### src/rtl/pipeline_hazard_ctrl_if.sv
// rtl/pipeline_hazard_ctrl_if.sv - pipeline hazard controller signal bundle
interface pipeline_hazard_ctrl_if #(
  parameter int CNT_W = 16
);
  logic             ihit;
  logic             dhit;
  logic             mem_dREN;
  logic             mem_dWEN;
  logic             mem_branch_taken;
  logic             mem_jump;
  logic             mem_halt;
  logic             wb_halt;
  logic             ex_MemtoReg;
  logic [4:0]       ex_wsel;
  logic [4:0]       dec_rs;
  logic [4:0]       dec_rt;
  logic             pc_en;
  logic             fl_en;
  logic             fl_flush;
  logic             dl_en;
  logic             dl_flush;
  logic             el_en;
  logic             el_flush;
  logic             ml_en;
  logic             ml_flush;
  logic             halted;
  logic [1:0]       state;
  logic [CNT_W-1:0] stall_cnt;
  logic             mem_timeout;

  modport master (
    output ihit, dhit, mem_dREN, mem_dWEN, mem_branch_taken, mem_jump,
           mem_halt, wb_halt, ex_MemtoReg, ex_wsel, dec_rs, dec_rt,
    input  pc_en, fl_en, fl_flush, dl_en, dl_flush, el_en, el_flush,
           ml_en, ml_flush, halted, state, stall_cnt, mem_timeout
  );

  modport slave (
    input  ihit, dhit, mem_dREN, mem_dWEN, mem_branch_taken, mem_jump,
           mem_halt, wb_halt, ex_MemtoReg, ex_wsel, dec_rs, dec_rt,
    output pc_en, fl_en, fl_flush, dl_en, dl_flush, el_en, el_flush,
           ml_en, ml_flush, halted, state, stall_cnt, mem_timeout
  );
endinterface

### src/rtl/pipeline_hazard_ctrl.sv
// rtl/pipeline_hazard_ctrl.sv - pipeline latch sequencer with d-miss wait and halt drain FSM
module pipeline_hazard_ctrl #(
  parameter int CNT_W    = 16,
  parameter int MAX_WAIT = 64
) (
  input logic                  CLK,
  input logic                  RST,
  pipeline_hazard_ctrl_if.slave bus
);
  typedef enum logic [1:0] {RUN = 2'd0, DWAIT = 2'd1, DRAIN = 2'd2, HALTED = 2'd3} state_t;

  localparam int WW = $clog2(MAX_WAIT + 1);
  localparam logic [WW-1:0] WAIT_MAX  = WW'(MAX_WAIT);
  localparam logic [WW-1:0] WAIT_LAST = WW'(MAX_WAIT - 1);

  state_t           st_q, st_d;
  logic [WW-1:0]    wait_q;
  logic [CNT_W-1:0] stall_q;
  logic             timeout_q;

  logic dwait, lu, redir, stall_inc;
  logic pc_en, fl_en, fl_flush, dl_en, dl_flush, el_en, el_flush, ml_en, ml_flush, halted;

  assign dwait = (bus.mem_dREN | bus.mem_dWEN) & ~bus.dhit;
  assign lu    = bus.ex_MemtoReg & (bus.ex_wsel != 5'd0) &
                 ((bus.ex_wsel == bus.dec_rs) | (bus.ex_wsel == bus.dec_rt));
  assign redir = bus.mem_branch_taken | bus.mem_jump;

  always_comb begin
    st_d      = st_q;
    stall_inc = 1'b0;
    pc_en     = 1'b0;
    fl_en     = 1'b0;
    fl_flush  = 1'b0;
    dl_en     = 1'b0;
    dl_flush  = 1'b0;
    el_en     = 1'b0;
    el_flush  = 1'b0;
    ml_en     = 1'b0;
    ml_flush  = 1'b0;
    halted    = 1'b0;
    if (!RST) begin
      case (st_q)
        RUN, DWAIT: begin
          if (dwait) begin
            st_d      = DWAIT;
            stall_inc = 1'b1;
          end else if (bus.mem_halt) begin
            {fl_en, fl_flush, dl_en, dl_flush, el_en, el_flush} = 6'b111111;
            ml_en = 1'b1;
            st_d  = DRAIN;
          end else if (redir) begin
            // Wrong-path work in the upper latches is discarded, so ihit and lu do not matter.
            pc_en = 1'b1;
            {fl_en, fl_flush, dl_en, dl_flush, el_en, el_flush} = 6'b111111;
            ml_en = 1'b1;
            st_d  = RUN;
          end else if (!bus.ihit) begin
            fl_en    = 1'b1;
            fl_flush = 1'b1;
            dl_en    = 1'b1;
            el_en    = 1'b1;
            ml_en    = 1'b1;
            st_d     = RUN;
          end else if (lu) begin
            dl_en     = 1'b1;
            dl_flush  = 1'b1;
            el_en     = 1'b1;
            ml_en     = 1'b1;
            stall_inc = 1'b1;
            st_d      = RUN;
          end else begin
            {pc_en, fl_en, dl_en, el_en, ml_en} = 5'b11111;
            st_d = RUN;
          end
        end
        DRAIN: begin
          // Memory latch holds so the halt stays visible at its output until it is seen.
          {fl_en, fl_flush, dl_en, dl_flush, el_en, el_flush} = 6'b111111;
          if (bus.wb_halt) st_d = HALTED;
        end
        default: begin
          halted = 1'b1;
        end
      endcase
    end
  end

  always_ff @(posedge CLK) begin
    if (RST) begin
      st_q      <= RUN;
      wait_q    <= '0;
      stall_q   <= '0;
      timeout_q <= 1'b0;
    end else begin
      st_q <= st_d;
      if (st_d == RUN) begin
        wait_q <= '0;
      end else if (st_q == DWAIT && dwait && wait_q != WAIT_MAX) begin
        wait_q <= wait_q + 1'b1;
      end
      if (st_q == DWAIT && dwait && wait_q >= WAIT_LAST) begin
        timeout_q <= 1'b1;
      end
      if (stall_inc && stall_q != {CNT_W{1'b1}}) begin
        stall_q <= stall_q + 1'b1;
      end
    end
  end

  assign bus.pc_en       = pc_en;
  assign bus.fl_en       = fl_en;
  assign bus.fl_flush    = fl_flush;
  assign bus.dl_en       = dl_en;
  assign bus.dl_flush    = dl_flush;
  assign bus.el_en       = el_en;
  assign bus.el_flush    = el_flush;
  assign bus.ml_en       = ml_en;
  assign bus.ml_flush    = ml_flush;
  assign bus.halted      = halted;
  assign bus.state       = st_q;
  assign bus.stall_cnt   = stall_q;
  assign bus.mem_timeout = timeout_q;
endmodule

### src/flat_wrapper.sv
// flat-port wrapper written by rule: the top's interface ports become plain ports
module pipeline_hazard_ctrl_flat 
#(
  parameter int CNT_W    = 16,
  parameter int MAX_WAIT = 64
)
  (CLK, RST, bus_ihit, bus_dhit, bus_mem_dREN, bus_mem_dWEN, bus_mem_branch_taken, bus_mem_jump, bus_mem_halt, bus_wb_halt, bus_ex_MemtoReg, bus_ex_wsel, bus_dec_rs, bus_dec_rt, bus_pc_en, bus_fl_en, bus_fl_flush, bus_dl_en, bus_dl_flush, bus_el_en, bus_el_flush, bus_ml_en, bus_ml_flush, bus_halted, bus_state, bus_stall_cnt, bus_mem_timeout);
  pipeline_hazard_ctrl_if #(.CNT_W(CNT_W)) bus_i ();
  input logic CLK;
  input logic RST;
  input wire logic [$bits(bus_i.ihit)-1:0] bus_ihit;
  input wire logic [$bits(bus_i.dhit)-1:0] bus_dhit;
  input wire logic [$bits(bus_i.mem_dREN)-1:0] bus_mem_dREN;
  input wire logic [$bits(bus_i.mem_dWEN)-1:0] bus_mem_dWEN;
  input wire logic [$bits(bus_i.mem_branch_taken)-1:0] bus_mem_branch_taken;
  input wire logic [$bits(bus_i.mem_jump)-1:0] bus_mem_jump;
  input wire logic [$bits(bus_i.mem_halt)-1:0] bus_mem_halt;
  input wire logic [$bits(bus_i.wb_halt)-1:0] bus_wb_halt;
  input wire logic [$bits(bus_i.ex_MemtoReg)-1:0] bus_ex_MemtoReg;
  input wire logic [$bits(bus_i.ex_wsel)-1:0] bus_ex_wsel;
  input wire logic [$bits(bus_i.dec_rs)-1:0] bus_dec_rs;
  input wire logic [$bits(bus_i.dec_rt)-1:0] bus_dec_rt;
  output wire logic [$bits(bus_i.pc_en)-1:0] bus_pc_en;
  output wire logic [$bits(bus_i.fl_en)-1:0] bus_fl_en;
  output wire logic [$bits(bus_i.fl_flush)-1:0] bus_fl_flush;
  output wire logic [$bits(bus_i.dl_en)-1:0] bus_dl_en;
  output wire logic [$bits(bus_i.dl_flush)-1:0] bus_dl_flush;
  output wire logic [$bits(bus_i.el_en)-1:0] bus_el_en;
  output wire logic [$bits(bus_i.el_flush)-1:0] bus_el_flush;
  output wire logic [$bits(bus_i.ml_en)-1:0] bus_ml_en;
  output wire logic [$bits(bus_i.ml_flush)-1:0] bus_ml_flush;
  output wire logic [$bits(bus_i.halted)-1:0] bus_halted;
  output wire logic [$bits(bus_i.state)-1:0] bus_state;
  output wire logic [$bits(bus_i.stall_cnt)-1:0] bus_stall_cnt;
  output wire logic [$bits(bus_i.mem_timeout)-1:0] bus_mem_timeout;
  assign bus_i.ihit = bus_ihit;
  assign bus_i.dhit = bus_dhit;
  assign bus_i.mem_dREN = bus_mem_dREN;
  assign bus_i.mem_dWEN = bus_mem_dWEN;
  assign bus_i.mem_branch_taken = bus_mem_branch_taken;
  assign bus_i.mem_jump = bus_mem_jump;
  assign bus_i.mem_halt = bus_mem_halt;
  assign bus_i.wb_halt = bus_wb_halt;
  assign bus_i.ex_MemtoReg = bus_ex_MemtoReg;
  assign bus_i.ex_wsel = bus_ex_wsel;
  assign bus_i.dec_rs = bus_dec_rs;
  assign bus_i.dec_rt = bus_dec_rt;
  assign bus_pc_en = bus_i.pc_en;
  assign bus_fl_en = bus_i.fl_en;
  assign bus_fl_flush = bus_i.fl_flush;
  assign bus_dl_en = bus_i.dl_en;
  assign bus_dl_flush = bus_i.dl_flush;
  assign bus_el_en = bus_i.el_en;
  assign bus_el_flush = bus_i.el_flush;
  assign bus_ml_en = bus_i.ml_en;
  assign bus_ml_flush = bus_i.ml_flush;
  assign bus_halted = bus_i.halted;
  assign bus_state = bus_i.state;
  assign bus_stall_cnt = bus_i.stall_cnt;
  assign bus_mem_timeout = bus_i.mem_timeout;
  pipeline_hazard_ctrl #(.CNT_W(CNT_W), .MAX_WAIT(MAX_WAIT)) u_core (.CLK(CLK), .RST(RST), .bus(bus_i));
endmodule
### config.mk
export PLATFORM = sky130hd
export DESIGN_NAME = pipeline_hazard_ctrl_flat
export DESIGN_NICKNAME = d
export VERILOG_FILES = /design/src/rtl/pipeline_hazard_ctrl_if.sv /design/src/rtl/pipeline_hazard_ctrl.sv /design/src/flat_wrapper.sv
export SDC_FILE = /design/constraint.sdc
export NUM_CORES = 1
export LEC_CHECK = 0
export ABC_AREA = 1
export CAP_MARGIN = 20
export CORE_MARGIN = 2
export CORE_UTILIZATION = 47
export CTS_CLUSTER_DIAMETER = 30
export CTS_CLUSTER_SIZE = 16
export DETAILED_ROUTE_END_ITERATION = 6
export GPL_TIMING_DRIVEN = 0
export PLACE_DENSITY_LB_ADDON = 0.15
export REMOVE_ABC_BUFFERS = 1
export SYNTH_ARGS = -nofsm -noshare
export SYNTH_HDL_FRONTEND = slang
export SYNTH_SLANG_ARGS = --single-unit
### constraint.sdc
create_clock -name CLK -period 1.9 [get_ports CLK]
set_input_delay 0.19 -clock CLK [delete_from_list [all_inputs] [get_ports CLK]]
set_output_delay 0.19 -clock CLK [all_outputs]
set_load 0.005 [all_outputs]
==> results.cfg, run 1 <==
[outcome]
status = completed

[drt]
wire_per_inst_um = 12.0
drt-pass1-iter-count = 4
routed_wirelength_um = 4660
drt-met1-wl_um = 2180
top_layer_used = met4
via_per_inst = 4.91
dr_total_vias = 1902
detail-route-antenna-nets = 0
detailedRoute.firstIterationViolations = 90
route.detailed.drc = 0
met3RoutedLength_um = 345
wl_met2_um = 2110

[finish]
area_delta_synth_final_pct = 46.6
post_route_cells_drive_above_1_share_pct = 18.0
mostFrequentLayoutCell = sky130_fd_sc_hd__nand2_1
number_of_nets_in_the_finished_design = 369
filler_cell_count = 298
most-common-layout-cells = 66 x sky130_fd_sc_hd__nand2_1, 38 x sky130_fd_sc_hd__clkdlybuf4s50_1, 34 x sky130_fd_sc_hd__inv_1
seq_area_um2 = 539
antenna-diode-count = 0
multiInputGateArea_um2 = 1140

[power]
p_per_area_nw_per_um2 = 492
irDropWorstVdd_v = 0.000295
design_power_total_mw = 1.29
p_leak_nw = 1.11

[placement]
dp_slack_ps = -686
place.detailed.hpwl_um = 3070
gp_congestion = 0.833
port_buffers = 53

[synth]
number_of_instances_in_the_synthesized_netlist = 277
postSynthRegisterBits = 26
yosysSeqAreaShare_pct = 29.2
cell_area_after_technology_mapping_um2 = 1780
avgSynthCellArea_um2 = 6.43
netlist-cell-type-count = 35
yosys_warnings = 0

[timing]
post_route_clock_skew_ps = 6.95
timing.max_slew.rel_slack_pct = 63.2
finalCriticalPeriod_ps = 1840
final_min_period_over_clock_period_pct = 96.7
timing.final.setup_violations = 0
max_freq_mhz = 544
grt_setup_unrepaired = true
timing_max_transition_violations_final = 0
hold_violations = 0
final_critical_path_setup_slack_ps = 61.8
slew_at_the_pin_closest_to_its_max_slew_limit_ps = 552

[floorplanning]
die_w_um = 65.6
starting_utilization_of_the_core_area_pct = 48.7
height_of_the_die_um = 65.6
floorplan.core_area_um2 = 3660
fp.dieArea_um2 = 4300
rows = 22
ios = 55

[grt]
number_of_global_route_vias_before_repair = 1790
gr-usage-all-layers_pct = 21.2
grt_antenna_before_repair = 0
grt_pass1_wl_um = 7390
pin_count_of_the_biggest_net_entering_global_routing = 20
grt.overflow.total = 0

[flow_run]
maxCapViolCount = 0

[hold_path]
min-delay-path-class = register to register

[critical_path]
endpoint_kind = output pin
startpoint_type = primary input
worst-endpoint-required_ps = 1710
worst-setup-path-type = primary input to output pin
worst_path_fanout_max = 2
worst-endpoint-arrival_ps = 1650

[clocking]
cts-buffers-inserted = 3
cts_tree = built
tritoncts_num_sinks = 26
worstSkewPairLatency_ps = 270
clk_root_buffer_cell = sky130_fd_sc_hd__clkbuf_8
clockBufferDepth = 2
clkSlewWorstSetupHoldPaths_ps = 90
cts_htree_levels = 1
==> per-stage QoR <==
step	utilization (%)	hold WS (ps)	instances	TNS [ps]	cell area [um^2]
2_1_floorplan	-	252	268	0	1730
3_3_place_gp	63.3	454	369	-12740	2320
3_5_place_dp	63.3	467	369	-13580	2320
4_1_cts	66.9	494	379	0	2450
5_1_grt	71.4	528	387	-941	2610
6_report	71.4	483	387	0	2610
==> kinds of logic after synthesis <==
kind of cell             synth area share [%]
flip-flops                               29.2
other                                   0.210
AO/OA/AOI/OAI                            13.3
AND/OR/NAND/NOR                          35.9
XOR/XNOR                                 7.87
buffers and inverters                    11.4
adder cells (fa/ha/maj)                  2.11
==> sequential cells by signal (all words and copies together) (netlist names) <==
register / count
u_core.bus.mem_timeout: 1
u_core.bus.stall_cnt: 16
u_core.bus.state: 2
u_core.wait_q: 7
==> final cells by class <==
type	count	share of cell area, %
Sequential cell	26	20.6
Timing Repair Buffer	65	24.6
Multi-Input combinational cell	204	43.8
Inverter	40	5.94
Clock buffer	3	1.58
Clock inverter	1	1.15
Tap cell	48	2.30
==> final timing paths <==
| path | from | end | slack [ps] | depth (start not counted) |
|---|---|---|---|---|
| max reg2reg | u_core.bus.stall_cnt[0] | u_core.bus.stall_cnt[5] | 110 | 11 |
| min reg2reg | u_core.bus.mem_timeout | u_core.bus.mem_timeout | 480 | 2 |
| min | u_core.bus.mem_timeout | u_core.bus.mem_timeout | 480 | 2 |
| max | bus_mem_branch_taken | bus_fl_en | 60 | 9 |
==> Yosys cell counts <==
cell type | instances | area share (%)
sky130_fd_sc_hd__nand2_1 | 69 | 15
sky130_fd_sc_hd__inv_1 | 34 | 7.2
sky130_fd_sc_hd__nand3_1 | 29 | 8.1
sky130_fd_sc_hd__dfxtp_1 | 26 | 29
sky130_fd_sc_hd__nor2_1 | 26 | 5.5
sky130_fd_sc_hd__a21oi_1 | 13 | 3.7
sky130_fd_sc_hd__a21oi_2 | 9 | 4.4
sky130_fd_sc_hd__xnor2_1 | 9 | 4.4
sky130_fd_sc_hd__o21ai_0 | 8 | 2.2
sky130_fd_sc_hd__xor2_1 | 7 | 3.4
sky130_fd_sc_hd__inv_2 | 5 | 1.1
sky130_fd_sc_hd__nand4_1 | 5 | 1.8
sky130_fd_sc_hd__nor3_1 | 5 | 1.4
sky130_fd_sc_hd__buf_2 | 4 | 1.1
sky130_fd_sc_hd__ha_1 | 3 | 2.1
sky130_fd_sc_hd__o21ai_1 | 3 | 0.84
sky130_fd_sc_hd__buf_4 | 2 | 0.84
sky130_fd_sc_hd__nand2_4 | 2 | 1.3
sky130_fd_sc_hd__nand3b_1 | 2 | 0.84
sky130_fd_sc_hd__a31oi_1 | 1 | 0.35
sky130_fd_sc_hd__and3_1 | 1 | 0.35
sky130_fd_sc_hd__buf_1 | 1 | 0.21
sky130_fd_sc_hd__buf_6 | 1 | 0.63
sky130_fd_sc_hd__clkbuf_1 | 1 | 0.21
sky130_fd_sc_hd__clkinv_1 | 1 | 0.21
sky130_fd_sc_hd__conb_1 | 1 | 0.21
sky130_fd_sc_hd__nand2_2 | 1 | 0.35
sky130_fd_sc_hd__nor2_2 | 1 | 0.35
sky130_fd_sc_hd__nor2_4 | 1 | 0.63
sky130_fd_sc_hd__nor3b_1 | 1 | 0.42
sky130_fd_sc_hd__o211ai_1 | 1 | 0.42
sky130_fd_sc_hd__o21ai_2 | 1 | 0.49
sky130_fd_sc_hd__o21bai_1 | 1 | 0.42
sky130_fd_sc_hd__o31ai_1 | 1 | 0.42
sky130_fd_sc_hd__or2_1 | 1 | 0.35
==> worst max-delay path: stages <==
cell and delay (ps):
sky130_fd_sc_hd__clkdlybuf4s50_1 390, sky130_fd_sc_hd__or2_1 250, sky130_fd_sc_hd__nor2_2 110, sky130_fd_sc_hd__nand2_1 80, sky130_fd_sc_hd__nor2_1 140, sky130_fd_sc_hd__nand3_1 120
sky130_fd_sc_hd__nand2_1 70, sky130_fd_sc_hd__inv_1 30, sky130_fd_sc_hd__dlygate4sd2_1 250
==> metal layers <==
metal / GRT usage (%) / vias up
met5: 0 / -
met4: 5.47 / 0
met3: 3.42 / 4
met2: 37.8 / 56
met1: 26.5 / 837
li1: - / 1005
==> where the power goes <==
part	internal (mW)	switching, mW	leakage (nW)
registers	0.551	0.00941	0.215
logic	0.133	0.134	0.858
clock network	0.282	0.177	0.0357
total	0.966	0.320	1.11
==> what timing repair did <==
action	4_1_cts	5_1_grt
gates resized for setup	22	30
setup endpoints to repair	32	25
pin swaps	6	10
buffers inserted	6	6
gates cloned	0	2
hold buffers	0	0
Note: power is estimated with default switching activity, not from simulation.
==> run 2, diff against run 1 <==
--- a/config.mk
+++ b/config.mk
@@ -13,7 +13,7 @@
 export CTS_CLUSTER_SIZE = 16
 export DETAILED_ROUTE_END_ITERATION = 6
 export GPL_TIMING_DRIVEN = 0
-export PLACE_DENSITY_LB_ADDON = 0.15
+export PLACE_DENSITY = 0.8
 export REMOVE_ABC_BUFFERS = 1
 export SYNTH_ARGS = -nofsm -noshare
 export SYNTH_HDL_FRONTEND = slang
==> run 2 against run 1 <==
  * Via count is 0.89% higher
  * Register-to-register slack better by 40 ps
  * Wire length is 4.3% lower
  * Largest power group unchanged
  * Maximum frequency is 0.52% higher
  * Critical path depth stayed put
  * Clock-buffer cell count stayed put
  * Global-route usage is 0.91 points higher
  * Die area stayed put
  * Non-clock buffer count is 7 lower
  * Clock power hardly changed
  * Sequential power hardly changed
==> results.cfg, run 2 (same netlist as run 1, synthesis figures left out) <==
[hold_path]
startpoint_of_the_lowest_slack_hold_path = RST
min-delay-path-class = primary input to register
hold_depth = 2

[timing]
finalCriticalPeriod_ps = 1830
timing.final.setup_violations = 0
worst_hold_slack_ps = 353
post_route_clock_skew_ps = 6.53
final_min_period_over_clock_period_pct = 96.2
grt_setup_unrepaired = true
max_freq_mhz = 547
hold_violations = 0
timing_max_transition_violations_final = 0

[grt]
grt.overflow.total = 0
grt_antenna_before_repair = 0
pin_count_of_the_biggest_net_entering_global_routing = 20
gr-usage-all-layers_pct = 22.1
grt_pass1_wl_um = 7610
number_of_global_route_vias_before_repair = 1815

[clocking]
cts_hold_buf = 0
cts_tree = built
cts_htree_levels = 1
clkSlewWorstSetupHoldPaths_ps = 90
clockBufferDepth = 2
worstSkewPairLatency_ps = 270
clk_root_buffer_cell = sky130_fd_sc_hd__clkbuf_8
cts-buffers-inserted = 3
tritoncts_num_sinks = 26

[power]
irDropWorstVdd_v = 0.000456
design_power_total_mw = 1.26
intPower_uw = 953
sequentialPowerShare_pct = 44.5
p_sw_uw = 310
netSwitchingFraction_pct = 24.5
power_frac_comb_pct = 19.1
p_leak_nw = 1.04
power.clock.fraction_pct = 36.4
p_per_area_nw_per_um2 = 508

[critical_path]
r2r-start = u_core.bus.stall_cnt[1]
critical-path-slowest-cell = sky130_fd_sc_hd__clkdlybuf4s50_1
crit_family = simple AND/OR/NAND/NOR gates
worst_r2r_path_depth = 11
crit-reg2reg-capture = u_core.bus.stall_cnt[2]
worst-endpoint-required_ps = 1710
cp_num_buf_inv = 3
timing.critical_path.depth = 9
setup.worst_path.end = bus_fl_en
endpoint_kind = output pin
worst-endpoint-arrival_ps = 1640
worst_path_fanout_max = 2
worst-r2r-setup-slack_ps = 150
chain_of_cells_forming_the_critical_path = clkdlybuf4s50_1, or2_1, nor2_2, nand2_1, nor2_2, nand3_2, nand2_1, inv_1, dlygate4sd2_1
worst_setup_path_startpoint = bus_mem_branch_taken
worst-setup-path-type = primary input to output pin
startpoint_type = primary input
cpPeakStageDelay_ps = 390

[floorplanning]
height_of_the_die_um = 65.6
fp.dieArea_um2 = 4300
starting_utilization_of_the_core_area_pct = 48.7
die_w_um = 65.6
rows = 22
ios = 55
floorplan.core_area_um2 = 3660

[placement]
place_inst = 369
place.detailed.hpwl_um = 3290
gp_congestion = 0.895
port_buffers = 53

[drt]
routed_wirelength_um = 4460
via_per_inst = 5.08
wire_per_inst_um = 11.8
route.detailed.drc = 0
dr_total_vias = 1919
detail-route-antenna-nets = 0
drt-pass1-iter-count = 4
detailedRoute.firstIterationViolations = 103

[finish]
stdcell_count = 378
number_of_nets_in_the_finished_design = 360
area_delta_synth_final_pct = 39.5
flip_flop_count_of_the_largest_register_all_copies_and_words_added = 16
most-common-layout-cells = 66 x sky130_fd_sc_hd__nand2_1, 41 x sky130_fd_sc_hd__clkdlybuf4s50_1, 34 x sky130_fd_sc_hd__inv_1
antenna-diode-count = 0
post_route_cells_drive_above_1_share_pct = 13.3
mostFrequentLayoutCell = sky130_fd_sc_hd__nand2_1

[outcome]
status = completed

[flow_run]
maxCapViolCount = 0
==> run 2: area by class of cell <==
class	instances	area, um^2
clock buffers	3	41.3
clock inverters	1	30.0
fillers	323	1170
inverters	40	153
multi-input cells	202	1110
flip-flops and latches	26	526
well taps	48	60.1
repair buffers	58	566
==> run 2: power groups by stage <==
stage               Sequential [mW]  Combinational (mW)  Clock (mW)
floorplan                     0.572              0.0986           0
global placement              0.573               0.223           0
detailed placement            0.573               0.228           0
CTS                           0.561               0.226       0.473
global route                  0.564               0.271       0.504
finish                        0.562               0.241       0.460
==> run 2: metrics by stage <==
step	instance area (um^2)	TNS, ps	util, %	worst slack (ps)
after floorplan	1730	0	-	258
after global routing	2490	-91.7	67.9	-41.2
after detailed placement	2320	-12530	63.3	-699
after CTS	2410	0	65.7	1.05
after global placement	2320	-11970	63.3	-699
final	2490	0	67.9	71.3
==> run 2: how the worst min path moves through the flow <==
stage | endpoint | slack [ps]
after floorplan | u_core.bus.stall_cnt[10] | 250
after global placement | u_core.bus.mem_timeout | 450
after detailed placement | u_core.bus.mem_timeout | 470
after CTS | u_core.bus.mem_timeout | 500
after global routing | u_core.bus.mem_timeout | 360
final | u_core.bus.stall_cnt[5] | 350
==> run 2: routing by layer <==
layer  share of wire, %  wire, um  global-route usage, %
met1                 44      1980                   27.4
met2                 51      2280                   39.9
met3                4.1       181                   3.77
met4               0.38        17                   4.69
met5                  0         0                      0
==> run 2: timing repair <==
action                                  4_1_cts  5_1_grt
setup buffers                                 2        3
endpoints found under the setup margin       32       24
gates resized for setup                      13       23
pin swaps                                     4        6
